==> config.mk <==
export PLATFORM = sky130hd
export DESIGN_NAME = key_code_voice
export DESIGN_NICKNAME = d
export VERILOG_FILES = /design/src/rtl/key_code_voice_pkg.sv /design/src/rtl/key_code_voice_stabilizer.sv /design/src/rtl/key_code_voice.sv
export SDC_FILE = /design/constraint.sdc
export NUM_CORES = 1
export LEC_CHECK = 0
export ABC_AREA = 1
export BUFFER_PORTS_ARGS = -buffer_cell sky130_fd_sc_hd__buf_2
export CORE_MARGIN = 2
export CORE_UTILIZATION = 60
export DETAILED_ROUTE_END_ITERATION = 10
export PLACE_DENSITY = 0.82
export SYNTH_ARGS = -nofsm -noshare
export SYNTH_HDL_FRONTEND = slang
export SYNTH_SLANG_ARGS = --single-unit
export TNS_END_PERCENT = 5
==> constraint.sdc <==
create_clock -name clock -period 4.8 [get_ports clock]
set_input_delay 0.72 -clock clock [delete_from_list [all_inputs] [get_ports clock]]
set_output_delay 0.72 -clock clock [all_outputs]
set_load 0.01 [all_outputs]
==> src/rtl/key_code_voice_pkg.sv <==
// key_code_voice_pkg: shared voice state type, key scan codes and phase-increment table
// Contents: voice_state_t (IDLE/ATTACK/SUSTAIN/RELEASE), BREAK_CODE, NOTE_CODES,
//           PHASE_INC, note_of() code->note lookup, inc_of() note->increment lookup.
package key_code_voice_pkg;

    typedef enum logic [1:0] {IDLE, ATTACK, SUSTAIN, RELEASE} voice_state_t;

    localparam logic [7:0] BREAK_CODE = 8'hf0;

    // Entry i holds the scan code of note i+1 (C4..C5)
    localparam logic [7:0][7:0] NOTE_CODES = {
        8'h52, 8'h4c, 8'h4b, 8'h42, 8'h3b, 8'h33, 8'h34, 8'h2b
    };

    // Entry n is the per-sample phase step of note n at 48 kHz; entry 0 is silence
    localparam logic [8:0][15:0] PHASE_INC = {
        16'd714, 16'd674, 16'd601, 16'd535, 16'd477, 16'd450, 16'd401, 16'd357, 16'd0
    };

    function automatic logic [3:0] note_of(input logic [7:0] code);
        logic [3:0] n;
        n = '0;
        for (int i = 0; i < 8; i++) n = (code == NOTE_CODES[i]) ? 4'(i + 1) : n;
        return n;
    endfunction

    function automatic logic [15:0] inc_of(input logic [3:0] idx);
        return (idx > 4'd8) ? 16'd0 : PHASE_INC[idx];
    endfunction

endpackage

==> src/rtl/key_code_voice_stabilizer.sv <==
// key_code_stabilizer: debounces key_code and emits a one-clock accept pulse per stable code
// Ports: clock, reset_n (async active-low), key_code[7:0] in;
//        accept (one-clock pulse), code[7:0] (code that was accepted) out.
module key_code_stabilizer
    import key_code_voice_pkg::*;
#(
    parameter int STABLE_CYCLES = 4
) (
    input  logic       clock,
    input  logic       reset_n,
    input  logic [7:0] key_code,
    output logic       accept,
    output logic [7:0] code
);
    localparam int CW = $clog2(STABLE_CYCLES + 1);
    localparam logic [CW-1:0] FULL = CW'(STABLE_CYCLES);
    localparam logic [CW-1:0] NEAR = CW'(STABLE_CYCLES - 1);

    logic [7:0]    last_code;
    logic [CW-1:0] cnt;
    logic          primed;

    // The first clock after reset adopts whatever code is present as already accepted,
    // so a key still held across a reset does not restart a note.
    // cnt == FULL means the current code has been accepted and is locked out.
    always_ff @(posedge clock or negedge reset_n) begin
        if (!reset_n) begin
            last_code <= BREAK_CODE;
            cnt       <= '0;
            primed    <= 1'b0;
            accept    <= 1'b0;
            code      <= BREAK_CODE;
        end else begin
            primed <= 1'b1;
            accept <= 1'b0;
            if (!primed) begin
                last_code <= key_code;
                cnt       <= FULL;
            end else if (key_code != last_code) begin
                last_code <= key_code;
                cnt       <= CW'(1);
                accept    <= (STABLE_CYCLES == 1);
                code      <= key_code;
            end else if (cnt != FULL) begin
                cnt    <= cnt + CW'(1);
                accept <= (cnt == NEAR);
                code   <= key_code;
            end
        end
    end

endmodule

==> src/rtl/key_code_voice.sv <==
// key_code_voice: single-voice key-driven synth with AD/R envelope and square or triangle output
// Ports: clock, reset_n (async active-low), key_code[7:0], sample_tick in;
//        note_active, note_idx[3:0], env[7:0], audio_out[15:0] (signed) out.
// Build option: define KEY_CODE_VOICE_TRIANGLE_EN for a triangle waveform instead of square.
module key_code_voice
    import key_code_voice_pkg::*;
#(
    parameter int STABLE_CYCLES = 4,
    parameter int ATTACK_STEP   = 8,
    parameter int RELEASE_STEP  = 2
) (
    input  logic               clock,
    input  logic               reset_n,
    input  logic [7:0]         key_code,
    input  logic               sample_tick,
    output logic               note_active,
    output logic [3:0]         note_idx,
    output logic [7:0]         env,
    output logic signed [15:0] audio_out
);
    voice_state_t       state, st_a, st_n;
    logic               accept, held;
    logic [7:0]         acc_code, env_n;
    logic [3:0]         acc_note, idx_a, idx_n;
    logic [8:0]         env_up;
    logic [15:0]        phase, phase_n;
    logic signed [15:0] audio_n;

    key_code_stabilizer #(.STABLE_CYCLES(STABLE_CYCLES)) u_stab (
        .clock   (clock),
        .reset_n (reset_n),
        .key_code(key_code),
        .accept  (accept),
        .code    (acc_code)
    );

    assign acc_note = note_of(acc_code);
    assign held     = (state == ATTACK) || (state == SUSTAIN);
    assign env_up   = {1'b0, env} + 9'(ATTACK_STEP);

    // Key acceptance is resolved first; the sample step below then runs on the result
    always_comb begin
        st_a  = state;
        idx_a = note_idx;
        if (accept && acc_note != 4'd0 && !(held && acc_note == note_idx)) begin
            st_a  = ATTACK;
            idx_a = acc_note;
        end else if (accept && acc_code == BREAK_CODE && held) begin
            st_a = RELEASE;
        end
    end

    always_comb begin
        st_n    = st_a;
        idx_n   = idx_a;
        env_n   = env;
        phase_n = phase + ((sample_tick && st_a != IDLE) ? inc_of(idx_a) : 16'd0);
        if (sample_tick && st_a == ATTACK) begin
            env_n = env_up[8] ? 8'hff : env_up[7:0];
            st_n  = (env_n == 8'hff) ? SUSTAIN : ATTACK;
        end else if (sample_tick && st_a == RELEASE) begin
            env_n = (env > 8'(RELEASE_STEP)) ? env - 8'(RELEASE_STEP) : 8'd0;
            st_n  = (env_n == 8'd0) ? IDLE : RELEASE;
            idx_n = (env_n == 8'd0) ? 4'd0 : idx_a;
        end
    end

`ifdef KEY_CODE_VOICE_TRIANGLE_EN
    logic [7:0]         tri8;
    logic signed [8:0]  tri_s;
    logic signed [17:0] prod;
    assign tri8    = phase_n[15] ? ~phase_n[14:7] : phase_n[14:7];
    assign tri_s   = $signed({1'b0, tri8}) - 9'sd128;
    assign prod    = 18'(tri_s) * 18'($signed({1'b0, env_n}));
    assign audio_n = prod[15:0];
`else
    logic signed [15:0] sq;
    assign sq      = {1'b0, env_n, 7'd0};
    assign audio_n = phase_n[15] ? -sq : sq;
`endif

    always_ff @(posedge clock or negedge reset_n) begin
        if (!reset_n) begin
            state       <= IDLE;
            note_idx    <= '0;
            env         <= '0;
            phase       <= '0;
            note_active <= 1'b0;
            audio_out   <= '0;
        end else begin
            state       <= st_n;
            note_idx    <= idx_n;
            env         <= env_n;
            phase       <= phase_n;
            note_active <= (st_n == ATTACK) || (st_n == SUSTAIN);
            audio_out   <= sample_tick ? audio_n : audio_out;
        end
    end

endmodule

==> results of run 1 <==
-- stage by stage --
step | hold WS [ns] | TNS, ns | cells | utilization, %
finish | 0.480 | 0 | 642 | 71.0
global route | 0.463 | -0.0246 | 642 | 71.0
CTS | 0.462 | 0 | 636 | 69.6
detailed placement | 0.452 | -0.240 | 620 | 66.1
global placement | 0.449 | 0 | 620 | 66.1
floorplan | 0.424 | 0 | 526 | -
-- sequential cells by signal, indices dropped and copies added, names as in the netlist --
register / count
phase: 16
audio_out: 9
env: 8
u_stab.code: 8
u_stab.last_code: 8
note_idx: 4
u_stab.cnt: 3
state: 2
note_active: 1
u_stab.accept: 1
u_stab.primed: 1
-- worst min path at each step --
stage | startpoint | endpoint | slack (ns)
after floorplan | reset_n | audio_out[10] | 0.42
after global placement | phase[15] | phase[15] | 0.45
after detailed placement | phase[15] | phase[15] | 0.45
after CTS | phase[15] | phase[15] | 0.46
after global routing | key_code[6] | u_stab.last_code[6] | 0.46
final | phase[12] | phase[12] | 0.48
-- cells in the mapped netlist, drive strengths merged (2+ instances only) --
master | count | area [sq um]
a211oi | 2 | 15.0
a21oi | 23 | 126
a31oi | 5 | 46.3
buf | 9 | 62.6
clkbuf | 10 | 41.3
conb | 2 | 7.51
dfrtp | 53 | 1330
dfstp | 8 | 210
ha | 23 | 288
inv | 74 | 280
nand2 | 113 | 459
nand3 | 47 | 280
nand4 | 14 | 93.8
nor2 | 61 | 257
nor3 | 6 | 41.3
o21a | 3 | 23.8
o21ai | 28 | 151
or2 | 9 | 56.3
xnor2 | 6 | 52.6
xor2 | 16 | 140
-- metal layers --
layer	global-route usage (%)	share of wire, %
met3	5.87	4.7
met4	8.66	1.3
met1	34.0	44
met2	41.4	50
met5	0	0
-- cell type report --
cell class	count	area (sq um)	share of cell area (%)
repair buffers	42	243	5.32
clock inverters	6	86.3	1.89
flip-flops and latches	61	1540	33.7
well taps	77	96.3	2.11
multi-input cells	372	2180	47.8
inverters	74	280	6.14
clock buffers	10	138	3.02
-- cells by family after synthesis --
family          after synthesis
simple gates                252
buf+inv                      93
compound gates               66
flops                        61
fa+ha+maj                    24
xor+xnor                     22
other cells                   2
-- what timing repair did --
item / in CTS / in global routing
cloned: 0 / 1
pin swaps: 0 / 4
resized for setup: 2 / 16
setup endpoints to repair: 2 / 13
endpoints found under the hold margin: 0 / 0
buffers inserted: 0 / 5
-- power by group through the flow --
stage / Clock [mW] / Sequential (mW) / Combinational, mW
6_report: 0.512 / 0.544 / 0.0685
3_5_place_dp: 0 / 0.552 / 0.0681
4_1_cts: 0.519 / 0.543 / 0.0686
2_1_floorplan: 0 / 0.551 / 0.0463
5_1_grt: 0.547 / 0.545 / 0.0784
3_3_place_gp: 0 / 0.551 / 0.0656
==> metrics.md, run 1 <==
| Metric | Value |
|---|---|
| Outcome | `finished, final reports clean` |
| Sequential power share | `48.4%` |
| Hold Buf Count CTS | `0` |
| H-tree depth | `3` |
| Startpoint types | `flip-flop` |
| Comb pwr share | `6.1%` |
| Simple-gate share of the synthesized area | `29.7%` |
| CTS Buffer Depth | `2` |
| Sequential area share after synthesis | `38.0%` |
| Synth unique cells | `45` |
| Setup CP Type | `reg -> reg` |
| Hold Vio Cnt, Final | `0` |
| Peak VDD IR | `0.000222 V` |
| Dpl hpwl | `6570 microns` |
| # setup viols final | `0` |
| Min-delay worst type | `reg -> reg` |
| End point of the critical path | `phase[14]` |
| Worst reg2reg startpoint | `u_stab.code[7]` |
| Net Sw Frac | `23.8%` |
| Residual DRC | `0` |
| Clock period minus worst slack | `4.44 ns` |
| RSZ-0062 raised after global routing | `yes` |
| WL/cell | `13.8 microns` |
| Slew of the pin with the lowest slew margin | `0.758 ns` |
| Max stage delay on crit path | `0.58 ns` |
| Number of synthesized flops with an enable pin | `0` |
| Most used cell, CP | `nor2_1` |
| CTS tree | `yes` |
| Leak Pwr | `2.39 nW` |
| Total clock sinks | `61` |
| Worst Setup SP | `u_stab.code[7]` |
| CP Depth | `25` |
| Synthesized flop and latch total | `61` |
| P_int | `857 uW` |
| Capturing point of the worst reg2reg path | `phase[14]` |
| R2R depth | `25` |
| Pre-Repair DR Iteration Count | `5` |
| Synthesized-area fraction occupied by adder cells | `7.62%` |
| Main combinational cell family by area after synthesis | `simple AND/OR/NAND/NOR gates` |
| Fin crit share | `92.5%` |
| Routability cong. | `0.941` |
| DRT iter0 DRCs | `270` |
| Core area | `6420 sq um` |
| Post-synthesis async set-or-reset flop share | `100%` |
| Crit end category | `flip-flop` |
| Post-Syn Instances | `520` |
| Sw Pwr | `268 uW` |
| Max-slew violations | `0` |
| Via density | `5.50` |
| Max_slew headroom | `49.4%` |
| CP top delay family | `compound AO/OA/AOI/OAI gates` |
| Post-route ant nets | `0` |
| Ys Warns | `0` |
| Avg Cell Area, Syn | `7.77 sq um` |
| PD cells | `246 nW/um^2` |
| Post-route cell area | `4560 sq um` |
| Worst hold path depth | `1` |
| Final clock skew | `0.00745 ns` |
| Initial antenna violation count | `0` |
| FF-to-FF setup slack | `0.36 ns` |
| DR vias | `3,534` |
| Antenna Cells | `0` |
| Overall routing resource usage | `25.6%` |
| Mux cell area share after synthesis | `0%` |
| Clock Latency Late Sink | `0.35 ns` |
| CTS buffer count | `9` |
| CP bufs+invs | `3` |
| Layout area overhead | `12.9%` |
| Cell Rows | `29` |
| Total congestion overflow | `0` |
| Compound-Gate Fraction of Synth Area | `10.2%` |
| Nets | `595` |
| Clk slew on worst S/H paths | `0.07 ns` |
| Fin worst setup slack | `0.361 ns` |
| Synth Flop Type | `dfrtp_1` |
| CTS Root Cell | `clkbuf_8` |
| Commonest non-fill, non-tap cell in the layout | `nand2_1` |
| Power Total | `1.12 mW` |
| Filler Cell Count | `497` |
| Ratio of cells with drive above 1 in the final layout | `21.6%` |
| Max-cap violations | `0` |
| Placed cell areas | `4250 sq um` |
| Crit-path max FO | `5` |
| Aggregate routed wire length | `8870 microns` |
| Worst path arrival time | `4.67 ns` |
| Mapped cell area | `4040 sq um` |
| Starting Density | `62.9%` |
| Die area | `7410 sq um` |
| Die Span X | `86.1 microns` |
| FMAX | `0.225 GHz` |
| Most frequent cells in the layout | `nand2_1 (105), inv_1 (70), dfrtp_1 (53)` |
| Clk pwr share | `45.6%` |
| Largest net degree at the start of global routing | `62` |
| CP max stage cell | `dfstp_2` |
| Port buffer count | `32` |
| Xor/xnor cell area share of the yosys netlist | `4.77%` |
| Vias in the first global route | `3,379` |
| First-pass GRT wire length | `14,900 microns` |
| WP data required | `5.03 ns` |
| Die height | `86.1 microns` |
| Io pins | `40` |
| Place WS | `-0.141 ns` |
Power figures use the tool's default switching activity.
==> run 2: changes to the inputs <==
--- a/config.mk
+++ b/config.mk
@@ -11,6 +11,7 @@
 export CORE_UTILIZATION = 60
 export DETAILED_ROUTE_END_ITERATION = 10
 export PLACE_DENSITY = 0.82
+export REMOVE_ABC_BUFFERS = 1
 export SYNTH_ARGS = -nofsm -noshare
 export SYNTH_HDL_FRONTEND = slang
 export SYNTH_SLANG_ARGS = --single-unit
==> run 2 against run 1 <==
  * Sequential power about the same
  * First-iteration DRC count decreased by 2.2%
  * Critical endpoint unchanged
  * Wire length decreased by 1.4%
  * Utilization decreased by 0.49 points
  * Critical path depth increased by 1
  * Register-to-register slack got worse by 0.08 ns
  * Hold slack got worse by 0.014 ns
  * Worst setup slack got worse by 0.083 ns
  * Sequential share of layout area increased by 0.23 points
  * Critical path type unchanged
==> metrics.md, run 2 (synthesis results as in run 1) <==
| Metric | Value |
|---|---|
| DR vias | `3,467` |
| Vias in the first global route | `3,276` |
| FF-to-FF setup slack | `0.28 ns` |
| Startpoint types | `flip-flop` |
| Slew of the pin with the lowest slew margin | `0.765 ns` |
| WHS | `0.465 ns` |
| DRT iter0 DRCs | `264` |
| Placed Instances | `619` |
| Overall routing resource usage | `24.8%` |
| Clock period minus worst slack | `4.52 ns` |
| Aggregate routed wire length | `8750 microns` |
| Max-cap violations | `0` |
| Post-route ant nets | `0` |
| Largest register by flop count | `phase` |
| Fin worst setup slack | `0.278 ns` |
| Io pins | `40` |
| Setup CP Type | `reg -> reg` |
| WP data required | `5.03 ns` |
| First-pass GRT wire length | `14,600 microns` |
| Starting Density | `62.9%` |
| Layout area overhead | `12.1%` |
| Leak Pwr | `2.38 nW` |
| Dpl hpwl | `6330 microns` |
| Residual DRC | `0` |
| Place WS | `-0.0575 ns` |
| Final TNS setup | `0 ns` |
| Worst path arrival time | `4.75 ns` |
| Largest net degree at the start of global routing | `62` |
| CTS tree | `yes` |
| Final non-filler cell total | `640` |
| Peak VDD IR | `0.000157 V` |
| Max_slew headroom | `49.0%` |
| Most frequent cells in the layout | `nand2_1 (105), inv_1 (70), dfrtp_1 (53)` |
| Nets | `593` |
| Power Total | `1.13 mW` |
| PD cells | `250 nW/um^2` |
| # setup viols final | `0` |
| Placed cell areas | `4240 sq um` |
| Ratio of cells with drive above 1 in the final layout | `21.0%` |
| Crit end category | `flip-flop` |
| Die Span X | `86.1 microns` |
| Clk slew on worst S/H paths | `0.07 ns` |
| H-tree depth | `3` |
| Routability cong. | `0.937` |
| Max FFs per register | `16` |
| Min-delay worst type | `reg -> reg` |
| Post-route cell area | `4530 sq um` |
| Initial antenna violation count | `0` |
| Final clock skew | `0.00765 ns` |
| CTS Root Cell | `clkbuf_8` |
| Fin crit share | `94.2%` |
| Via density | `5.42` |
| Pre-Repair DR Iteration Count | `5` |
| WL/cell | `13.7 microns` |
| Crit-path max FO | `5` |
| Antenna Cells | `0` |
| Total clock sinks | `61` |
| Biggest regs | `phase: 16 flops, audio_out: 9 flops` |
| Die area | `7410 sq um` |
| FMAX | `0.221 GHz` |
| Port buffer count | `32` |
| Clock Latency Late Sink | `0.35 ns` |
| Hold Vio Cnt, Final | `0` |
| Core area | `6420 sq um` |
| Max-slew violations | `0` |
| Outcome | `finished, final reports clean` |
| Commonest non-fill, non-tap cell in the layout | `nand2_1` |
| Cell Rows | `29` |
| CTS buffer count | `9` |
| Total congestion overflow | `0` |
| Fin util | `70.5%` |
| CTS Buffer Depth | `2` |
| Hold Buf Count CTS | `0` |
| Die height | `86.1 microns` |
run 2: final cells by class:
cell class                 instances  area [sq um]
tap                               77          96.3
multi-input combinational        372          2170
inverter                          74           280
fill                             502          1890
clock inverter                     4          70.1
clock buffer                      12           155
sequential                        61          1540
timing repair buffer              40           220
run 2: path summary, 6_finish.rpt:
path,startpoint,endpoint,cells after the start
hold reg to reg,phase[15],phase[15],1
setup / recovery,u_stab.code[7],phase[14],26
hold / removal,phase[15],phase[15],1
min in group asynchronous,reset_n,u_stab.primed,2
setup reg to reg,u_stab.code[7],phase[14],26
max in group asynchronous,reset_n,env[3],2
run 2: power by group:
group	leakage (nW)	switching (mW)	internal [mW]	total, mW
clock network	0.116	0.203	0.319	0.522
logic	1.57	0.0484	0.0205	0.0688
registers	0.700	0.0116	0.531	0.543
total	2.38	0.263	0.871	1.13
run 2: what timing repair did:
action                                  4_1_cts  5_1_grt
cloned                                        0        0
gates resized for setup                       2       12
pin swaps                                     0        2
buffers inserted                              0        5
endpoints found under the setup margin        2       13
run 2: routing by layer:
| metal | global-route usage [%] | up-vias | share of wire [%] |
|---|---|---|---|
| met2 | 39.3 | 114 | 48 |
| met4 | 10.8 | 0 | 2.0 |
| met1 | 33.6 | 1607 | 45 |
| met3 | 4.23 | 14 | 5.7 |
| met5 | 0 | - | 0 |
| li1 | - | 1732 | - |
run 2: critical path, cell delays in order, from the launching register on:
cell	delay, ns
dfstp_2	0.56
nor2_1	0.08
nand2_2	0.08
nor2_2	0.05
nor2_1	0.18
nand3_1	0.12
nor2_1	0.19
a21boi_4	0.10
buf_4	0.15
nand4_1	0.06
o21a_1	0.22
inv_1	0.14
ha_1	0.31
nor2_1	0.05
a211oi_2	0.20
ha_2	0.21
inv_1	0.05
fa_1	0.41
o21ai_2	0.19
a21oi_1	0.10
inv_1	0.06
a21oi_1	0.08
o21ai_1	0.22
a21oi_1	0.12
o21ai_2	0.19
nand4_1	0.12
xnor2_1	0.15
